## src/rtl/glb_load_sequencer.sv

```systemverilog
// glb_load_sequencer
// Sits between the host 32-bit word stream and the accelerator's global
// buffers. One host stream is split into the ifmap, weight and bias buffers,
// each filled from address 0 upwards. After loading, the sequencer kicks the
// PE array, counts the drained ofmap words, and repeats for the second step
// of the layer. In mode 1 the second step skips the bias load because the
// step-0 accumulators are kept as bias (psum_keep).
//
// Ports
//   clk, rst                 clock, synchronous active-high reset
//   mode, start              layer mode (latched on start from IDLE/DONE), step kick
//   in_valid/in_data/in_ready host word handshake
//   ifmap_we/ifmap_addr      ifmap buffer write
//   weight_we/weight_addr    weight buffer write
//   bias_we/bias_addr        bias buffer write
//   glb_wdata                write data shared by all three buffers
//   compute_start, psum_keep PE array control
//   compute_done, ofmap_valid PE array / PPU status
//   step, busy, done, err    status
module glb_load_sequencer #(
    parameter int IFMAP_WORDS  = 16,
    parameter int WEIGHT_WORDS = 1024,
    parameter int BIAS_WORDS   = 64,
    parameter int OFMAP_WORDS  = 64,
    localparam int IW = $clog2(IFMAP_WORDS),
    localparam int WW = $clog2(WEIGHT_WORDS),
    localparam int BW = $clog2(BIAS_WORDS),
    localparam int OW = $clog2(OFMAP_WORDS)
) (
    input  logic          clk,
    input  logic          rst,
    input  logic          mode,
    input  logic          start,
    input  logic          in_valid,
    input  logic [31:0]   in_data,
    output logic          in_ready,
    output logic          ifmap_we,
    output logic [IW-1:0] ifmap_addr,
    output logic          weight_we,
    output logic [WW-1:0] weight_addr,
    output logic          bias_we,
    output logic [BW-1:0] bias_addr,
    output logic [31:0]   glb_wdata,
    output logic          compute_start,
    output logic          psum_keep,
    input  logic          compute_done,
    input  logic          ofmap_valid,
    output logic          step,
    output logic          busy,
    output logic          done,
    output logic          err
);

    typedef enum logic [2:0] {
        S_IDLE, S_LD_IFMAP, S_LD_WEIGHT, S_LD_BIAS,
        S_COMPUTE, S_DRAIN, S_WAIT_NEXT, S_DONE
    } state_t;

    localparam logic [IW-1:0] IFMAP_LAST  = IW'(IFMAP_WORDS - 1);
    localparam logic [WW-1:0] WEIGHT_LAST = WW'(WEIGHT_WORDS - 1);
    localparam logic [BW-1:0] BIAS_LAST   = BW'(BIAS_WORDS - 1);
    localparam logic [OW-1:0] OFMAP_LAST  = OW'(OFMAP_WORDS - 1);

    state_t          state_reg, state_next;
    logic            step_reg, step_next;
    logic            mode_reg, mode_next;
    logic            first_reg, first_next;   // high on the first COMPUTE cycle only
    logic            err_reg, err_next;
    logic [IW-1:0]   ifmap_cnt_reg, ifmap_cnt_next;
    logic [WW-1:0]   weight_cnt_reg, weight_cnt_next;
    logic [BW-1:0]   bias_cnt_reg, bias_cnt_next;
    logic [OW-1:0]   ofmap_cnt_reg, ofmap_cnt_next;
    logic            ifmap_we_reg, ifmap_we_next;
    logic            weight_we_reg, weight_we_next;
    logic            bias_we_reg, bias_we_next;
    logic [IW-1:0]   ifmap_addr_reg, ifmap_addr_next;
    logic [WW-1:0]   weight_addr_reg, weight_addr_next;
    logic [BW-1:0]   bias_addr_reg, bias_addr_next;
    logic [31:0]     wdata_reg, wdata_next;
    logic            accept;

    always_ff @(posedge clk) begin
        if (rst) begin
            state_reg       <= S_IDLE;
            step_reg        <= 1'b0;
            mode_reg        <= 1'b0;
            first_reg       <= 1'b0;
            err_reg         <= 1'b0;
            ifmap_cnt_reg   <= '0;
            weight_cnt_reg  <= '0;
            bias_cnt_reg    <= '0;
            ofmap_cnt_reg   <= '0;
            ifmap_we_reg    <= 1'b0;
            weight_we_reg   <= 1'b0;
            bias_we_reg     <= 1'b0;
            ifmap_addr_reg  <= '0;
            weight_addr_reg <= '0;
            bias_addr_reg   <= '0;
            wdata_reg       <= '0;
        end else begin
            state_reg       <= state_next;
            step_reg        <= step_next;
            mode_reg        <= mode_next;
            first_reg       <= first_next;
            err_reg         <= err_next;
            ifmap_cnt_reg   <= ifmap_cnt_next;
            weight_cnt_reg  <= weight_cnt_next;
            bias_cnt_reg    <= bias_cnt_next;
            ofmap_cnt_reg   <= ofmap_cnt_next;
            ifmap_we_reg    <= ifmap_we_next;
            weight_we_reg   <= weight_we_next;
            bias_we_reg     <= bias_we_next;
            ifmap_addr_reg  <= ifmap_addr_next;
            weight_addr_reg <= weight_addr_next;
            bias_addr_reg   <= bias_addr_next;
            wdata_reg       <= wdata_next;
        end
    end

    // Moore handshake: ready purely from the registered state, so it drops
    // the cycle after the last word of the final load state is accepted.
    assign in_ready = (state_reg == S_LD_IFMAP) || (state_reg == S_LD_WEIGHT) ||
                      (state_reg == S_LD_BIAS);
    assign accept   = in_valid && in_ready;

    always_comb begin
        state_next       = state_reg;
        step_next        = step_reg;
        mode_next        = mode_reg;
        first_next       = 1'b0;
        ifmap_cnt_next   = ifmap_cnt_reg;
        weight_cnt_next  = weight_cnt_reg;
        bias_cnt_next    = bias_cnt_reg;
        ofmap_cnt_next   = ofmap_cnt_reg;
        ifmap_we_next    = 1'b0;
        weight_we_next   = 1'b0;
        bias_we_next     = 1'b0;
        ifmap_addr_next  = ifmap_addr_reg;
        weight_addr_next = weight_addr_reg;
        bias_addr_next   = bias_addr_reg;
        wdata_next       = wdata_reg;

        // Protocol violations are sticky until reset.
        err_next = err_reg
                 | (ofmap_valid && (state_reg != S_DRAIN))
                 | (compute_done && ((state_reg != S_COMPUTE) || first_reg));

        case (state_reg)
            S_IDLE, S_DONE: begin
                if (start) begin
                    mode_next       = mode;
                    step_next       = 1'b0;
                    ifmap_cnt_next  = '0;
                    weight_cnt_next = '0;
                    bias_cnt_next   = '0;
                    ofmap_cnt_next  = '0;
                    state_next      = S_LD_IFMAP;
                end
            end
            S_WAIT_NEXT: begin
                if (start) begin
                    ifmap_cnt_next  = '0;
                    weight_cnt_next = '0;
                    bias_cnt_next   = '0;
                    ofmap_cnt_next  = '0;
                    state_next      = S_LD_IFMAP;
                end
            end
            S_LD_IFMAP: begin
                if (accept) begin
                    ifmap_we_next   = 1'b1;
                    ifmap_addr_next = ifmap_cnt_reg;
                    wdata_next      = in_data;
                    if (ifmap_cnt_reg == IFMAP_LAST) begin
                        ifmap_cnt_next = '0;
                        state_next     = S_LD_WEIGHT;
                    end else begin
                        ifmap_cnt_next = ifmap_cnt_reg + IW'(1);
                    end
                end
            end
            S_LD_WEIGHT: begin
                if (accept) begin
                    weight_we_next   = 1'b1;
                    weight_addr_next = weight_cnt_reg;
                    wdata_next       = in_data;
                    if (weight_cnt_reg == WEIGHT_LAST) begin
                        weight_cnt_next = '0;
                        // Mode 1, step 1: bias comes from the kept accumulators.
                        if (mode_reg && step_reg) begin
                            state_next = S_COMPUTE;
                            first_next = 1'b1;
                        end else begin
                            state_next = S_LD_BIAS;
                        end
                    end else begin
                        weight_cnt_next = weight_cnt_reg + WW'(1);
                    end
                end
            end
            S_LD_BIAS: begin
                if (accept) begin
                    bias_we_next   = 1'b1;
                    bias_addr_next = bias_cnt_reg;
                    wdata_next     = in_data;
                    if (bias_cnt_reg == BIAS_LAST) begin
                        bias_cnt_next = '0;
                        state_next    = S_COMPUTE;
                        first_next    = 1'b1;
                    end else begin
                        bias_cnt_next = bias_cnt_reg + BW'(1);
                    end
                end
            end
            S_COMPUTE: begin
                // A done on the kick cycle cannot be genuine; it is flagged
                // above and otherwise ignored.
                if (compute_done && !first_reg) begin
                    ofmap_cnt_next = '0;
                    state_next     = S_DRAIN;
                end
            end
            S_DRAIN: begin
                if (ofmap_valid) begin
                    if (ofmap_cnt_reg == OFMAP_LAST) begin
                        ofmap_cnt_next = '0;
                        if (!step_reg) begin
                            step_next  = 1'b1;
                            state_next = S_WAIT_NEXT;
                        end else begin
                            state_next = S_DONE;
                        end
                    end else begin
                        ofmap_cnt_next = ofmap_cnt_reg + OW'(1);
                    end
                end
            end
            default: state_next = S_IDLE;
        endcase
    end

    assign ifmap_we      = ifmap_we_reg;
    assign ifmap_addr    = ifmap_addr_reg;
    assign weight_we     = weight_we_reg;
    assign weight_addr   = weight_addr_reg;
    assign bias_we       = bias_we_reg;
    assign bias_addr     = bias_addr_reg;
    assign glb_wdata     = wdata_reg;
    assign compute_start = (state_reg == S_COMPUTE) && first_reg;
    assign psum_keep     = (state_reg == S_COMPUTE) && mode_reg && step_reg;
    assign step          = step_reg;
    assign busy          = !((state_reg == S_IDLE) || (state_reg == S_WAIT_NEXT) ||
                             (state_reg == S_DONE));
    assign done          = (state_reg == S_DONE);
    assign err           = err_reg;

endmodule

```

## config.mk

```make
export PLATFORM = sky130hd
export DESIGN_NAME = glb_load_sequencer
export DESIGN_NICKNAME = d
export VERILOG_FILES = /design/src/rtl/glb_load_sequencer.sv
export SDC_FILE = /design/constraint.sdc
export NUM_CORES = 1
export LEC_CHECK = 0
export CAP_MARGIN = 40
export CORE_UTILIZATION = 50
export CTS_BUF_LIST = sky130_fd_sc_hd__clkbuf_4 sky130_fd_sc_hd__clkbuf_8
export DETAILED_ROUTE_END_ITERATION = 8
export GPL_TIMING_DRIVEN = 0
export PLACE_DENSITY_LB_ADDON = 0.2
export SYNTH_ARGS = -nofsm -noshare
export SYNTH_HDL_FRONTEND = slang
export SYNTH_SLANG_ARGS = --single-unit
```

## constraint.sdc

```tcl
create_clock -name clk -period 2.4 [get_ports clk]
set_clock_uncertainty 0.15 [all_clocks]
set_input_delay 0.36 -clock clk [delete_from_list [all_inputs] [get_ports clk]]
set_output_delay 0.36 -clock clk [all_outputs]
set_load 0.01 [all_outputs]
```

==> impl.org, run 1 <==
** Status
- Run status :: finished, final reports clean

** Critical path
- Together, buffers and inverters on the worst path number 2.
- STA classifies the critical path endpoint as a primary output.
- CP required :: 1.89 ns
- For this design, the slowest cell found on the critical path is sky130_fd_sc_hd__clkdlybuf4s50_1.
- The setup check on the worst reg-to-reg path leaves a slack of 0.41 ns.
- Critical path data arrival time :: 1.77 ns
- In this run the critical register-to-register path is launched from state_reg[0].
- Worst R2R Path Depth :: 7
- Startpoint types :: flip-flop
- Maximum net fanout on the critical path :: 10
- The critical path goes through clkbuf_4 -> and3_1 -> clkdlybuf4s50_1.
- The worst setup path is of the reg2out kind.
- Reg2Reg Capture Point :: glb_wdata[15]
- Category of cells accounting for the largest share of critical-path delay :: buffers and inverters
- Critical Path Max Stage Delay :: 0.56 ns

** Placement
- Detailed placement ended at an HPWL of 6853 um.
- Including well taps, the total number of placed cells is 662.
- # port buffers :: 100
- Placer's final routability congestion estimate :: 0.8718
- The placed instances occupy a cell area of 4861 um2.

** Synthesis
- Counting flops with a built-in enable in the synthesized netlist gives 0.
- Number of register bits inferred by synthesis :: 88
- Synthesized instance count :: 463
- For this run, the leading register cell type out of synthesis is sky130_fd_sc_hd__dfxtp_1.
- For this run, asynchronously set or reset flops after synthesis account for 0%.
- After synthesis, the largest family of logic cells by area is simple AND/OR/NAND/NOR gates.
- A synthesized cell averages 8.069 um2.
- By instance count, the leading cell after synthesis is sky130_fd_sc_hd__nand2_1.
- Net count after synthesis :: 506
- The mapped netlist covers 3736 um2.
- Proportion of netlist area held by the largest area contributor :: 47.15%
- Portion of the post-synthesis area used by sequential elements :: 47.15%
- Top cells by area, synth :: sky130_fd_sc_hd__dfxtp_1 47%, sky130_fd_sc_hd__nand2_1 12%, sky130_fd_sc_hd__a21oi_1 9.2%
- After Yosys synthesis, and, or, nand and nor cells account for 27.03% of the synthesized area.
- Multiplexer cells account for 2.478% of the synthesized area.
- Top cells by count, synth :: 118 x sky130_fd_sc_hd__nand2_1, 88 x sky130_fd_sc_hd__dfxtp_1, 69 x sky130_fd_sc_hd__a21oi_1
- Largest area contributor in the synthesized netlist :: sky130_fd_sc_hd__dfxtp_1
- Fraction of synthesized cell area in xor and xnor cells :: 2.110%
- Count of different cell masters after synthesis :: 50
- The Yosys step of the flow raised 0 warnings.
- After Yosys synthesis, full adders, half adders and majority gates account for 1.340% of the synthesized area.
- Summing the areas of all compound-gate instances in the mapped netlist gives 15.91% of the synthesized area.

** GRT
- For this run the aggregate overflow at the end of global routing stands at 0.
- Global routing used 23.82% of the available tracks across all layers.
- Antenna violations before repair :: 0
- Entering global routing, the biggest net connects 20 pins.
- The number of global-route vias before repair came to 3154.
- The first global-routing pass estimated 14430 um of wire.

** Timing
- Setup repair after global routing left no endpoint under its margin.
- Final-report max-slew violation count :: 0
- Setup-violating endpoint count in the final report :: 0
- Normalized max-slew margin :: 60.21%
- Hold Vio Cnt, Final :: 0
- After layout, the worst path uses 94.82% of the clock period.
- After layout, the minimum clock period comes to 2.276 ns.
- Derived from the worst setup path, the maximum achievable clock frequency is 439.4 MHz.
- Across all hold checks on the routed design, the worst slack comes to 0.3057 ns.
- For the pin with the worst max-slew slack, the measured transition is 0.5969 ns.
- Setup total negative slack on the finished layout was measured at 0 ns.

** Pwr
- For this design the static power due to leakage is 1.820 nW.
- The share of total power dissipated in the clock network is 26.7%.
- Net switching is 32.10% of the power.
- Cell Pwr Density :: 783.9 nW/um2
- Internal power consumption :: 0.002709 W
- Portion of total power attributed to combinational logic :: 31.5%
- Per report_power, the sequential group accounts for 41.8% of the total.
- Maximum vdd drop :: 323.9 uV
- Sw power :: 0.001281 W

** CTS
- After clock tree synthesis, the clock-pin slew on the worst setup and hold paths is 0.09 ns.
- TritonCTS clock tree :: done
- CTS placed an instance of sky130_fd_sc_hd__clkbuf_8 at the clock tree root.
- Clock tree synthesis found a total of 88 sinks.
- The longest clock path from root to sink contains 2 buffers.
- Number of H-tree branching levels :: 3
- For the worst-skew pair, the clock arrives at the later sink with an insertion delay of 0.36 ns.
- Clock tree synthesis inserted a total of 9 buffers.

** Die
- In this run the count of I/O pins placed on the die edge is 101.
- Initial Util :: 51.51%
- Die ar. :: 7822 um2
- Die Y :: 88.44 um
- The core region is 7253 um2.
- Width of the chip :: 88.44 um
- Total number of placement rows :: 31

** Job
- Across the run, the number of max-cap violations was 0.

** Worst hold path
- Class of the tightest hold or removal check :: reg2reg
- For hold timing, the worst endpoint is glb_wdata[30].
- The worst hold path passes through 2 cells.
- In this run the most critical hold path is launched from glb_wdata[30].

** Final layout
- After routing the design area is 5090 um2.
- Fraction of final layout cells with drive strength greater than 1 :: 7.081%
- Fin cells :: 678
- Growth of design area from synthesis to finish :: 36.24%
- The repair_antennas step left the layout with diodes totalling 0.
- Cells fill 70.17% of the core in the end.
- The register with the most flip-flops in the layout has 32 of them.
- The net count of the finished layout is 617.
- Layout fillers :: 582

** Route
- In the routed design, unresolved DRC markers number 0.
- Number of vias after detailed routing :: 3543
- Detail-routed net length per standard cell :: 13.55 um
- The first detailed-routing pass took 4 iterations.
- After detailed routing, the total wire length is 9190 um.
- Iteration-0 DRC count of the detailed router :: 145
- Number of vias per cell :: 5.226
- Antenna Violating Nets Remaining :: 0
-- final cells by class --
type	instances	area [um2]	share of cell area (%)
Multi-Input combinational cell	345	1833	36.01
Sequential cell	88	1763	34.64
Timing Repair Buffer	102	1017	19.99
Clock buffer	12	158.9	3.122
Buffer	24	127.6	2.507
Tap cell	99	123.9	2.434
Clock inverter	4	51.30	1.008
Inverter	4	15.01	0.2950
-- layer usage --
metal	up-vias	GRT usage, %	part of all wire [%]	wire (um)
met5	-	0	0	0
met4	0	9.971	1.6	150
met3	15	5.317	6.9	631
met2	116	40.28	47	4315
met1	1610	29.31	45	4092
li1	1802	-	-	-
-- power by group through the flow --
stage	Sequential, W	Combinational (W)	Clock [W]
finish	0.00167	0.00126	0.00107
global route	0.00168	0.00137	0.00115
global placement	0.00169	0.00118	0
detailed placement	0.00170	0.00121	0
CTS	0.00166	0.00122	0.00109
floorplan	0.00172	0.000711	0
-- worst max-delay path by stage --
stage / start / end / slack, ns / cells past startpoint
after floorplan: state_reg[1] / ofmap_cnt_reg[3] / 0.67 / 7
after global placement: start / bias_cnt_reg[3] / -0.02 / 6
after detailed placement: in_valid / glb_wdata[15] / -0.10 / 7
after CTS: state_reg[1] / compute_start / 0.008 / 5
after global routing: state_reg[2] / done / 0.08 / 3
final: state_reg[0] / done / 0.12 / 3
-- what timing repair did --
action / CTS / global route
pin swaps: 1 / 1
gates resized for setup: 3 / 3
endpoints found under the hold margin: 0 / 0
hold buffers: 0 / 0
endpoints found under the setup margin: 4 / 3
gates cloned: 0 / 0
buffers inserted: 0 / 2
-- cells in the final DEF, fill, tap and decap left out, types with 3 or more instances in the layout --
cell type / count
sky130_fd_sc_hd__xor2_1: 7
sky130_fd_sc_hd__buf_2: 6
sky130_fd_sc_hd__clkbuf_8: 11
sky130_fd_sc_hd__o21ai_0: 15
sky130_fd_sc_hd__nor2_1: 35
sky130_fd_sc_hd__and3_1: 5
sky130_fd_sc_hd__nand2_1: 118
sky130_fd_sc_hd__nor2b_1: 8
sky130_fd_sc_hd__or4_1: 4
sky130_fd_sc_hd__mux2i_1: 7
sky130_fd_sc_hd__buf_6: 3
sky130_fd_sc_hd__inv_1: 3
sky130_fd_sc_hd__dfxtp_1: 87
sky130_fd_sc_hd__nand3b_1: 3
sky130_fd_sc_hd__a21oi_1: 69
sky130_fd_sc_hd__a211oi_1: 3
sky130_fd_sc_hd__or3_1: 6
sky130_fd_sc_hd__clkdlybuf4s50_1: 98
sky130_fd_sc_hd__nand4_1: 8
sky130_fd_sc_hd__ha_1: 4
sky130_fd_sc_hd__and2_1: 3
sky130_fd_sc_hd__nand3_1: 8
sky130_fd_sc_hd__nand2b_1: 4
sky130_fd_sc_hd__buf_4: 3
sky130_fd_sc_hd__clkbuf_1: 13
-- metrics by stage --
stage / setup slack, ns / power [W]
2_1_floorplan: 0.6727 / 0.002436
3_3_place_gp: -0.01696 / 0.002872
3_5_place_dp: -0.1040 / 0.002902
4_1_cts: 0.007904 / 0.003970
5_1_grt: 0.08257 / 0.004203
6_report: 0.1242 / 0.003990
-- worst reg2reg max path: cells and delay by family (launching register included) --
kind                   cells  cell delay [ns]
flip-flops                 1             0.40
buffers and inverters      3             0.75
AND/OR/NAND/NOR            3             0.45
AO/OA/AOI/OAI              1             0.16
-- cells by family after synthesis --
group / Yosys count
AOI/OAI and AO/OA: 104
and+or+nand+nor: 219
muxes: 9
DFF: 88
xor gates and xnor gates: 9
buffers and inverters: 30
adders and majority gates: 4
Power figures use the tool's default switching activity.
==> inputs of run 2 (changes only) <==
--- a/constraint.sdc
+++ b/constraint.sdc
@@ -4,2 +4,2 @@
 set_output_delay 0.36 -clock clk [all_outputs]
-set_load 0.01 [all_outputs]
+set_load 0.05 [all_outputs]
==> impl.org, run 2 (synthesis results as in run 1) <==
** Die
- Die Y :: 88.44 um (unchanged)
- The I/O pin count was 101 (unchanged).
- The standard cell core area came to 7253 um2 (unchanged).
- Total number of placement rows :: 31 (unchanged)
- Die ar. :: 7822 um2 (unchanged)
- Initial Util :: 51.51% (unchanged)
- The width of the chip was 88.44 um (unchanged).

** Job
- The max-capacitance violation count is 0 (unchanged).

** GRT
- The initial antenna violation count came to 0 (unchanged).
- The number of global-route vias before repair is 3148 (-0.19%).
- Total GRT Usage :: 23.88% (+0.059 points)
- The total global routing overflow came to 0 (unchanged).
- Global-route wire length before repair :: 14460 um (+0.24%)
- Largest net degree at the start of global routing :: 20 (unchanged)

** Critical path
- Worst-case register-to-register setup slack :: 0.35 ns (-0.06 ns)
- Critical path data arrival time :: 1.82 ns (+0.05 ns)
- Walking the worst path, the cells encountered are buf_6 -> buf_2 -> nor2_4 -> nor2_1 -> clkdlybuf4s15_1.
- STA classifies the critical path startpoint as a flip-flop.
- The number of buffers and inverters on the critical path came to 3 (+1).
- The largest fanout on the critical path was 10 (unchanged).
- Among all stages on the critical path, the largest delay is contributed by sky130_fd_sc_hd__clkdlybuf4s15_1.
- The depth of the most critical reg-to-reg path is 7 (unchanged).
- Category of cells accounting for the largest share of critical-path delay :: buffers and inverters
- Critical Path Max Stage Delay :: 0.54 ns (-0.02 ns)
- In this run the critical register-to-register path is captured at state_reg[0].
- The startpoint identified for the worst register-to-register timing path is state_reg[0].
- The worst setup path is captured at a primary output.
- By startpoint and endpoint, the worst setup path is classified as reg2out.
- CP required :: 1.89 ns (about the same)

** Timing
- The final-report setup violation count is 0 (unchanged).
- Highest Clock Rate :: 428.9 MHz (-2.4%)
- The transition time at the pin with the least slew margin came to 0.6054 ns (+0.008478 ns).
- Normalized max-slew margin :: 59.64% (-0.57 points)
- RSZ-0062 raised after global routing :: false
- Hold Vio Cnt, Final :: 0 (unchanged)
- The total count of max-transition violations in the final report is 0 (unchanged).
- Tcrit/Tclk final :: 97.16% (+2.3 points)
- The post-layout minimum cycle time was 2.332 ns (+0.05597 ns).

** Route
- The count of vias placed by the detailed router was 3534 (-0.25%).
- Detail-routed net length per standard cell :: 13.58 um (+0.16%)
- DRT Wirelength :: 9191 um (about the same)
- The via-per-instance ratio came to 5.220 (-0.11%).
- Iteration-0 DRC count of the detailed router :: 143 (-1.4%)
- Antenna Violating Nets Remaining :: 0 (unchanged)
- The number of remaining DRC errors is 0 (unchanged).
- The iteration count of the initial detailed-routing pass is 4 (unchanged).

** Placement
- Placer's final routability congestion estimate :: 0.8718 (unchanged)
- Estimated wirelength of the detail-placed design :: 6853 um (unchanged)
- The number of placed instances, taps included is 662 (unchanged).
- # port buffers :: 100 (unchanged)
- The cell area reported after detailed placement came to 4861 um2 (unchanged).

** CTS
- CTS Root Buffer Type :: sky130_fd_sc_hd__clkbuf_8
- The register clock-pin slew on the reported worst setup and hold paths is 0.09 ns (about the same).
- Number of H-tree branching levels :: 3 (unchanged)
- TritonCTS built the clock tree.
- The number of CTS-inserted buffers was 9 (unchanged).
- The clock net sink count is 88 (unchanged).
- Clock latency at the later pin of the worst-skew pair :: 0.36 ns (about the same)
- Buffer levels on the longest clock path :: 2 (unchanged)

** Final layout
- The number of fill cells in the layout is 584 (+0.34%).
- The number of flip-flops under the largest register name is 32 (unchanged).
- The antenna diode instance count is 0 (unchanged).
- The final cell count without fillers is 677 (-0.15%).
- The share of final-layout standard cells stronger than drive strength 1 came to 7.266% (+0.19 points).
- Highest-count cells in the layout ignoring fill and taps :: 118 x sky130_fd_sc_hd__nand2_1, 95 x sky130_fd_sc_hd__clkdlybuf4s50_1, 88 x sky130_fd_sc_hd__dfxtp_1, 69 x sky130_fd_sc_hd__a21oi_1, 35 x sky130_fd_sc_hd__nor2_1
- Growth of design area from synthesis to finish :: 35.73%
- Cell area after layout :: 5071 um2 (-0.37%)
- Most common library cell in the layout ignoring fill and taps :: sky130_fd_sc_hd__nand2_1
- The number of nets in the layout was 616 (-0.16%).

** Worst hold path
- The worst hold path belongs to the class reg2reg.
- The path with the worst hold slack has its endpoint at glb_wdata[30].
- The startpoint identified for the worst hold timing path is glb_wdata[30].
- The number of instances on the worst hold path came to 2 (unchanged).

** Pwr
- Pwr Total :: 0.004277 W (+7.2%)
- The worst IR drop on VDD is 351.4 uV (+8.5%).
- Cell leakage power :: 1.799 nW (-1.1%)
- Cell Pwr Density :: 843.4 nW/um2 (+7.6%)

** Status
- Run status :: finished, final reports clean
==> run 2: worst max path at each step <==
| stage | startpoint | depth (start not counted) | slack, ns | endpoint |
|---|---|---|---|---|
| floorplan | state_reg[1] | 8 | 0.18 | glb_wdata[10] |
| global placement | state_reg[1] | 6 | -0.23 | psum_keep |
| detailed placement | state_reg[1] | 6 | -0.21 | psum_keep |
| CTS | state_reg[0] | 4 | 0.05 | in_ready |
| global route | state_reg[0] | 4 | 0.007 | in_ready |
| finish | state_reg[1] | 5 | 0.07 | in_ready |
==> run 2: through the flow <==
stage | TNS [ns] | hold WS, ns | setup WS, ns | utilization [%]
floorplan | 0 | 0.2991 | 0.1806 | -
global placement | -0.5467 | 0.2916 | -0.2331 | 67.02
detailed placement | -1.216 | 0.2953 | -0.2070 | 67.02
CTS | 0 | 0.3073 | 0.05055 | 69.83
global route | 0 | 0.3287 | 0.007334 | 69.92
finish | 0 | 0.3055 | 0.06825 | 69.92
==> run 2: worst register-to-register path, cell delays in order (launching register included) <==
cell                        delay (ns)
sky130_fd_sc_hd__dfxtp_1          0.44
sky130_fd_sc_hd__buf_2            0.26
sky130_fd_sc_hd__buf_2            0.26
sky130_fd_sc_hd__nand3_1          0.10
sky130_fd_sc_hd__o211ai_1         0.19
sky130_fd_sc_hd__o2111ai_1        0.18
sky130_fd_sc_hd__nor2_1           0.22
sky130_fd_sc_hd__mux2i_1          0.20
==> run 2: routing by layer <==
layer,part of all wire (%),vias up,global-route usage (%)
li1,-,1791,-
met2,48,117,40.28
met5,0,-,0
met4,1.6,0,9.971
met1,43,1613,29.60
met3,7.4,13,5.131
==> run 2: area by class of cell <==
type                    instances  area [um2]  area share, %
plain buffers                  25       130.1          2.566
inverters                       4       15.01         0.2961
clock inverters                 4       51.30          1.012
well taps                      99       123.9          2.443
repair buffers                100       997.2          19.66
flip-flops and latches         88        1762          34.74
clock buffers                  12       158.9          3.133
multi-input cells             345        1833          36.15
==> run 2: repair_timing <==
item	4_1_cts	5_1_grt
gates resized for setup	14	2
hold buffers	0	0
endpoints found under the hold margin	0	0
buffers inserted	0	0
setup endpoints to repair	5	3
==> run 2: report_power, final <==
group | internal [W] | switching (W)
logic | 0.000535 | 0.00101
registers | 0.00158 | 0.0000836
clock network | 0.000552 | 0.000517
total | 0.00266 | 0.00161
==> inputs of run 3 (changes only) <==
- CAP_MARGIN: 40 -> unset
==> results of run 3 <==
No change in the layout: final DEF, timing and power equal those of run 2.
